**src/rtl/change_dispenser.sv**
```systemverilog
// rtl/change_dispenser.sv - greedy 50/20/10 sen coin payout with stock tracking
module change_dispenser #(
    parameter int PULSE_CYCLES = 2,
    parameter int GAP_CYCLES   = 2,
    parameter int STOCK_INIT   = 20,
    parameter int LOW_MARK     = 5
) (
    input  logic       clk,
    input  logic       rst,
    input  logic       refund,
    input  logic       refundall,
    input  logic [9:0] amount,
    input  logic       restock,
    output logic       coin50,
    output logic       coin20,
    output logic       coin10,
    output logic       busy,
    output logic       done,
    output logic       shortfall,
    output logic [9:0] remaining,
    output logic       low_stock,
    output logic [2:0] state
);

    typedef enum logic [2:0] {
        S_IDLE   = 3'd0,
        S_SELECT = 3'd1,
        S_EJECT  = 3'd2,
        S_GAP    = 3'd3,
        S_DONE   = 3'd4
    } state_t;

    typedef enum logic [1:0] {D_NONE, D_50, D_20, D_10} denom_t;

    localparam logic [7:0] INIT_VAL   = 8'(STOCK_INIT);
    localparam logic [7:0] LOW_VAL    = 8'(LOW_MARK);
    localparam logic [3:0] PULSE_LAST = 4'(PULSE_CYCLES - 1);
    localparam logic [3:0] GAP_LAST   = 4'(GAP_CYCLES - 1);

    state_t     cur, nxt;
    denom_t     sel, pick;
    logic [3:0] cnt;
    logic [7:0] stock50, stock20, stock10;
    logic       strobe;

    assign strobe = refund | refundall;

    // Greedy pick: largest coin that fits and is still in stock.
    always_comb begin
        pick = D_NONE;
        if (remaining >= 10'd50 && stock50 != 8'd0)
            pick = D_50;
        else if (remaining >= 10'd20 && stock20 != 8'd0)
            pick = D_20;
        else if (remaining >= 10'd10 && stock10 != 8'd0)
            pick = D_10;
    end

    always_comb begin
        nxt = cur;
        case (cur)
            S_IDLE:   if (strobe) nxt = S_SELECT;
            S_SELECT: nxt = (pick != D_NONE) ? S_EJECT : S_DONE;
            S_EJECT:  if (cnt == PULSE_LAST) nxt = S_GAP;
            S_GAP:    if (cnt == GAP_LAST) nxt = S_SELECT;
            S_DONE:   nxt = S_IDLE;
            default:  nxt = S_IDLE;
        endcase
    end

    always_ff @(posedge clk or negedge rst) begin
        if (!rst) begin
            cur       <= S_IDLE;
            sel       <= D_NONE;
            cnt       <= 4'd0;
            remaining <= 10'd0;
            shortfall <= 1'b0;
            stock50   <= INIT_VAL;
            stock20   <= INIT_VAL;
            stock10   <= INIT_VAL;
        end else begin
            cur <= nxt;
            case (cur)
                S_IDLE: begin
                    if (strobe) begin
                        remaining <= amount;
                        shortfall <= 1'b0;
                    end else if (restock) begin
                        stock50 <= INIT_VAL;
                        stock20 <= INIT_VAL;
                        stock10 <= INIT_VAL;
                    end
                end
                S_SELECT: begin
                    sel <= pick;
                    cnt <= 4'd0;
                    if (pick == D_NONE && remaining != 10'd0)
                        shortfall <= 1'b1;
                end
                S_EJECT: begin
                    // Account for the coin once, on the first pulse clock.
                    if (cnt == 4'd0) begin
                        case (sel)
                            D_50: begin
                                remaining <= remaining - 10'd50;
                                stock50   <= stock50 - 8'd1;
                            end
                            D_20: begin
                                remaining <= remaining - 10'd20;
                                stock20   <= stock20 - 8'd1;
                            end
                            D_10: begin
                                remaining <= remaining - 10'd10;
                                stock10   <= stock10 - 8'd1;
                            end
                            default: ;
                        endcase
                    end
                    cnt <= (cnt == PULSE_LAST) ? 4'd0 : cnt + 4'd1;
                end
                S_GAP: cnt <= (cnt == GAP_LAST) ? 4'd0 : cnt + 4'd1;
                default: ;
            endcase
        end
    end

    assign coin50    = (cur == S_EJECT) && (sel == D_50);
    assign coin20    = (cur == S_EJECT) && (sel == D_20);
    assign coin10    = (cur == S_EJECT) && (sel == D_10);
    assign busy      = (cur != S_IDLE);
    assign done      = (cur == S_DONE);
    assign state     = cur;
    assign low_stock = (stock50 < LOW_VAL) || (stock20 < LOW_VAL) || (stock10 < LOW_VAL);

endmodule

```
**config.mk**
```make
export PLATFORM = sky130hd
export DESIGN_NAME = change_dispenser
export DESIGN_NICKNAME = d
export VERILOG_FILES = /design/src/rtl/change_dispenser.sv
export SDC_FILE = /design/constraint.sdc
export NUM_CORES = 1
export LEC_CHECK = 0
export CAP_MARGIN = 15
export CORE_ASPECT_RATIO = 1.75
export CORE_UTILIZATION = 63
export CTS_BUF_LIST = sky130_fd_sc_hd__clkbuf_2
export DETAILED_ROUTE_END_ITERATION = 10
export PLACE_DENSITY = 0.95
export SETUP_SLACK_MARGIN = 0.2
export SLEW_MARGIN = 40
export SYNTH_ARGS = -nofsm -noshare
export SYNTH_HDL_FRONTEND = slang
export SYNTH_SLANG_ARGS = --single-unit
```
**constraint.sdc**
```tcl
create_clock -name clk -period 5.1 [get_ports clk]
set_clock_uncertainty 0.15 [all_clocks]
set_input_delay 1.02 -clock clk [delete_from_list [all_inputs] [get_ports clk]]
set_output_delay 1.02 -clock clk [all_outputs]
set_load 0.1 [all_outputs]
```
==> flow_summary_export.csv, run 1 <==
group,metric,value,unit
cts,ctsHoldBuffers,0,
cts,cts-root-buf,"clkbuf_2",
grt,grt_pass1_wl,12000,µm
sta,period_needed,3.63,ns
cts,htreeDepth,2,
critical_path,regToRegStartpoint,"state[1]$_DFFE_PN0P_",
critical_path,cp_slowest_cell,"dfrtp_1",
placement,place.gp.congestion,0.962,
sta,maxSlewHeadroom,58.3,%
grt,grt_max_degree,45,
layout,syn_to_final_growth,9.79,%
route,drc,0,
sta,fmax,0.276,GHz
sta,hold_violations,0,
logic_synthesis,syn_nets,376,
cts,clkTransAtPathRegs,0.21,ns
job,cap_viol_max_count,0,
critical_path,rrSetupSlack,2.38,ns
min_path,min_path_type,"flop to flop",
grt,grt_pass1_vias,2655,
run_status,outcome,"finished clean",
route,drt-initial-drc-count,159,
grt,antenna_found_initial,0,
placement,place_hpwl,5450,µm
route,num_vias,2868,
floorplan,pin_count,35,
logic_synthesis,yosysTopAreaCellShare,31.9,%
route,via_per_inst,6.75,
logic_synthesis,synth_edf_count,0,
cts,cts_sinks,44,
critical_path,r2r_cells,5,
cts,cts_buffer_depth,2,
layout,drive_gt1_share,13.1,%
logic_synthesis,yosysWarningCount,0,
grt,gr-total-overflow,0,
floorplan,core,4480,µm²
critical_path,slowest_delay,0.76,ns
floorplan,die_h,93.0,µm
layout,final_common_cell,"dfrtp_1",
cts,postCtsSetupBuffers,0,
sta,period_share,71.1,%
route,wl_per_cell,17.5,µm
logic_synthesis,yosysSeqAreaShare,37.2,%
logic_synthesis,ys_ff_latch,44,
critical_path,crit_cells,3,
grt,grt.met3_usage,3.94,%
placement,portBuffers,34,
route,drtPass1Iterations,4,
layout,finalNetCount,397,
floorplan,initial_utilization,66.4,%
layout,mostFrequentLayoutCells,"dfrtp_1 (38), nor2_1 (32), nand2_1 (27)",
cts,cts-resized-gates,0,
critical_path,cp_data_required_time,3.93,ns
placement,dp_cells,417,
route,ant_nets,0,
logic_synthesis,synth_area_leader_cell,"dfrtp_1",
sta,tns,0,ns
sta,setup_viol,0,
critical_path,cp_max_fo,17,
cts,cts_tree,"yes",
route,routed_wl,7420,µm
critical_path,cp-start-kind,"flop",
critical_path,timing_worst_setup_path_type,"flop to primary output",
floorplan,die_area,5020,µm²
logic_synthesis,yosys.cell_types.count,58,
critical_path,endpoint_kind,"primary output",
logic_synthesis,synthArstFlopShare,100,%
critical_path,cp_cell_sequence,"or3b_1 -> nor2_1 -> buf_2",
cts,clk_latency,0.42,ns
layout,stdcell_count,425,
grt,top_usage_layer,"met2",
sta,worst_pin_slew,0.619,ns
grt,gr-usage-met1,36.6,%
logic_synthesis,ys.flop_type,"dfrtp_1",
critical_path,crit_family,"simple AND/OR/NAND/NOR gates",
grt,met2_usage,57.1,%
layout,fillers,350,
sta,rsz0062_at_grt,"no",
critical_path,crit_buf_inv,1,
grt,track_usage,32.2,%
critical_path,startpoint,"state[1]$_DFFE_PN0P_",
logic_synthesis,synthTopCellsByArea,"dfrtp_1 (32%), dfstp_2 (5.3%), nor2_1 (4.0%)",
floorplan,dieWidth,54.0,µm
critical_path,worst_r2r_endpoint,"remaining[7]$_DFFE_PN0P_",
logic_synthesis,avgSynthCellArea,8.46,µm²
critical_path,critPathCapture,"coin10",
critical_path,cp.arrival,2.46,ns
logic_synthesis,syn_inst,352,
floorplan,rows,32,
sta,slew_viol_final,0,
layout,num_antenna_cells,0,
logic_synthesis,syn_area,2980,µm²
cts,cts_buffers,5,
[final cells by class]
class                      count  area [µm²]  share of cell area (%)
clock buffer                   6        30.0                   0.918
multi-input combinational    267        1710                    52.2
clock inverter                 2        35.0                    1.07
tap                           51        63.8                    1.95
sequential                    44        1110                    33.9
timing repair buffer          36         253                    7.73
inverter                      19        71.3                    2.18
[routing by layer]
metal | routed length (µm) | share of wire (%)
met5 | 0 | 0
met4 | 232 | 3.1
met3 | 553 | 7.5
met2 | 3930 | 53
met1 | 2700 | 36
[flip-flops by register name (all words and copies together) (netlist names)]
signal     count
stock20        8
shortfall      1
sel            2
cnt            4
state          3
stock10        8
stock50        8
remaining     10
[stage by stage]
stage	setup slack, ns	cell area [µm²]	utilization (%)	hold WS, ns
2_1_floorplan	0.441	2980	-	0.299
3_3_place_gp	1.30	3300	73.5	0.323
3_5_place_dp	1.76	3200	71.3	0.318
4_1_cts	1.50	3260	72.8	0.361
5_1_grt	1.37	3270	72.9	0.389
6_report	1.47	3270	72.9	0.361
[cells in the mapped netlist (all sizes together) (2+ instances only)]
master	number
dfstp	6
nor4	6
o21ai	25
o2bb2ai	2
a22o	3
inv	19
xor2	5
o21a	2
buf	6
dfrtp	38
ha	9
nor2b	8
or4	8
o31a	2
o21bai	2
o221ai	2
nand2b	8
a2111oi	2
a32oi	2
nor2	32
mux2	2
nand2	27
and3	2
a211o	2
or3	12
a311oi	2
nor3	14
a21oi	21
o211ai	6
nor3b	4
xnor2	3
o2111ai	4
a311o	2
nand3	13
a211oi	4
o22ai	2
clkbuf	16
a31oi	3
o31ai	13
a22oi	3
[logic make-up (layout without fill, tap and decap cells)]
family          Yosys count  count (layout)  share of synthesized area (%)
fa+ha+maj                 9               9                           3.78
compound gates          110             110                           25.6
xor+xnor                  8               8                           2.35
simple gates            138             138                           24.7
flops                    44              44                           37.2
buf+inv                  41              63                           5.63
mux                       2               2                          0.756
[worst register-to-register path: cells and delay by family, from the launching register on]
kind,cells,cell delay [ns]
flip-flops,1,0.76
AO/OA/AOI/OAI,1,0.21
AND/OR/NAND/NOR,4,1.50
[how the worst min path moves through the flow]
stage	endpoint	slack (ns)	from	cells after the start
6_report	stock20[1]$_DFFE_PN0P_	0.36	stock20[1]$_DFFE_PN0P_	2
5_1_grt	stock20[1]$_DFFE_PN0P_	0.39	stock20[1]$_DFFE_PN0P_	2
4_1_cts	stock20[1]$_DFFE_PN0P_	0.36	stock20[1]$_DFFE_PN0P_	2
3_5_place_dp	stock20[1]$_DFFE_PN0P_	0.32	stock20[1]$_DFFE_PN0P_	2
3_3_place_gp	stock20[0]$_DFFE_PN0P_	0.32	stock20[0]$_DFFE_PN0P_	1
2_1_floorplan	stock20[1]$_DFFE_PN0P_	0.30	stock20[1]$_DFFE_PN0P_	2
Power of run 1 is left out: the tool's default activity adds up to more than one toggle a clock period on the data nets, which glitch-free logic cannot reach.
==> run 2, diff against run 1 <==
--- a/config.mk
+++ b/config.mk
@@ -7,10 +7,10 @@
 export LEC_CHECK = 0
 export CAP_MARGIN = 15
 export CORE_ASPECT_RATIO = 1.75
-export CORE_UTILIZATION = 63
+export CORE_UTILIZATION = 58
 export CTS_BUF_LIST = sky130_fd_sc_hd__clkbuf_2
 export DETAILED_ROUTE_END_ITERATION = 10
-export PLACE_DENSITY = 0.95
+export PLACE_DENSITY = 0.89
 export SETUP_SLACK_MARGIN = 0.2
 export SLEW_MARGIN = 40
 export SYNTH_ARGS = -nofsm -noshare
==> constraint.sdc (replaced) <==
create_clock -name clk -period 3.5 [get_ports clk]
set_clock_uncertainty 0.15 [all_clocks]
set_input_delay 0.7 -clock clk [delete_from_list [all_inputs] [get_ports clk]]
set_output_delay 0.7 -clock clk [all_outputs]
set_load 0.1 [all_outputs]
==> run 2 against run 1 <==
Effect of this change: critical path depth is 2 higher; sequential cell count is the same; core utilization fell by 3.6 points; register-to-register slack worse by 1.5 ns; sequential share of layout area is 1.5 points lower; critical endpoint is now low_stock; design area is 4.6% higher; first-iteration DRC count decreased by 3.1%; via count up 0.10%; highest routed layer unchanged; final cell count grew 1.4%; non-clock buffer count increased by 3.
==> flow_summary_export.csv, run 2 (synthesis gave the netlist of run 1 again) <==
group,metric,value,unit
grt,gr-total-overflow,0,
cts,cts_sinks,44,
critical_path,regToRegStartpoint,"sel[1]$_DFFE_PN0P_",
sta,slew_viol_final,0,
critical_path,r2r_cells,5,
layout,drive_gt1_share,14.9,%
floorplan,dieWidth,56.2,µm
floorplan,core,4930,µm²
cts,cts_tree,"yes",
cts,postCtsSetupBuffers,0,
grt,antenna_found_initial,0,
sta,period_needed,3.06,ns
critical_path,cp_cell_sequence,"or4_1 -> a211oi_1 -> a21oi_1 -> nand2_1 -> buf_4",
route,drc,0,
route,drt-initial-drc-count,154,
min_path,min_path_type,"primary input to async pin",
cts,cts-resized-gates,0,
floorplan,die_h,96.8,µm
cts,cts_buffers,5,
critical_path,worst_r2r_endpoint,"stock10[7]$_DFFE_PN0P_",
layout,regMostFlops,"remaining",
route,num_vias,2871,
sta,hold_violations,0,
critical_path,cp-start-kind,"flop",
layout,regArea,1110,µm²
cts,clk_latency,0.41,ns
critical_path,cp_max_fo,7,
layout,final_common_cell,"dfrtp_1",
cts,cts-root-buf,"clkbuf_2",
layout,fin_util,69.3,%
layout,num_antenna_cells,0,
critical_path,crit_buf_inv,1,
layout,stdcell_count,431,
route,routed_wl,7620,µm
grt,track_usage,29.4,%
floorplan,rows,34,
sta,rsz0062_at_grt,"no",
route,drtPass1Iterations,5,
sta,period_share,87.6,%
sta,hold_slack,0.0787,ns
placement,place.gp.congestion,0.957,
critical_path,cp_data_required_time,2.65,ns
cts,cts_buffer_depth,2,
critical_path,slowest_delay,0.61,ns
layout,multi_input_area,1720,µm²
sta,worst_pin_slew,0.765,ns
floorplan,pin_count,35,
route,ant_nets,0,
route,via_per_inst,6.66,
placement,portBuffers,34,
critical_path,rrSetupSlack,0.88,ns
layout,finalNetCount,400,
layout,syn_to_final_growth,14.9,%
grt,grt_pass1_wl,12600,µm
cts,htreeDepth,2,
critical_path,crit_family,"simple AND/OR/NAND/NOR gates",
sta,maxSlewHeadroom,48.4,%
sta,fmax,0.326,GHz
layout,mostFrequentLayoutCells,"dfrtp_1 (38), nor2_1 (29), nand2_1 (27)",
floorplan,initial_utilization,60.3,%
sta,setup_viol,0,
critical_path,cp.arrival,2.21,ns
floorplan,die_area,5440,µm²
critical_path,timing_worst_setup_path_type,"flop to primary output",
cts,ctsHoldBuffers,0,
placement,place_hpwl,5600,µm
layout,largest_reg_flops,10,
grt,grt_pass1_vias,2719,
critical_path,endpoint_kind,"primary output",
layout,fillers,416,
job,cap_viol_max_count,0,
cts,clkTransAtPathRegs,0.23,ns
route,wl_per_cell,17.7,µm
critical_path,cp_slowest_cell,"or4_1",
placement,dp_cells,423,
run_status,outcome,"finished clean",
grt,grt_max_degree,45,
run 2: cell types whose count changed in the layout (fill, tap and decap cells not counted):
cell       before  now
bufinv_16       1    2
nor3b_2         1    2
nor2_1         32   29
nor2_2          0    3
buf_12          0    3
clkinv_2        1    0
nor3b_1         3    2
buf_2          20    0
buf_4           3   23
run 2: final cells by class:
cell class	instances	area share [%]
inverters	19	2.08
clock buffers	6	0.878
multi-input cells	267	50.3
repair buffers	39	10.6
well taps	54	1.98
flip-flops and latches	44	32.4
clock inverters	2	1.76
run 2: worst max-delay path by stage:
stage,from,to,slack (ns),cells past startpoint
after detailed placement,refundall,stock10[7]$_DFFE_PN0P_,0.56,6
after global placement,refundall,stock10[7]$_DFFE_PN0P_,0.63,6
final,stock10[3]$_DFFE_PN0P_,low_stock,0.44,5
after floorplan,state[1]$_DFFE_PN0P_,coin10,-0.0009,4
after CTS,stock10[3]$_DFFE_PN0P_,low_stock,0.41,5
after global routing,stock10[3]$_DFFE_PN0P_,low_stock,0.27,5
run 2: worst register-to-register path, delay by kind of cell (launching register included):
family           cells  cell delay (ns)
AND/OR/NAND/NOR      3             1.21
flip-flops           1             0.81
AO/OA/AOI/OAI        2             0.41
run 2: per-stage QoR:
step | area, µm² | setup slack (ns) | TNS, ns
after global placement | 3320 | 0.630 | 0
final | 3420 | 0.435 | 0
after detailed placement | 3320 | 0.557 | 0
after floorplan | 2990 | -0.000901 | -0.00270
after CTS | 3410 | 0.405 | 0
after global routing | 3420 | 0.267 | 0
run 2: metal layers:
metal	vias up	GRT usage [%]	wire, µm
met3	35	3.48	377
met2	117	51.6	4070
met5	-	0	0
li1	1353	-	-
met4	0	17.3	373
met1	1366	33.4	2800
Power of run 2 is left out for the same reason.
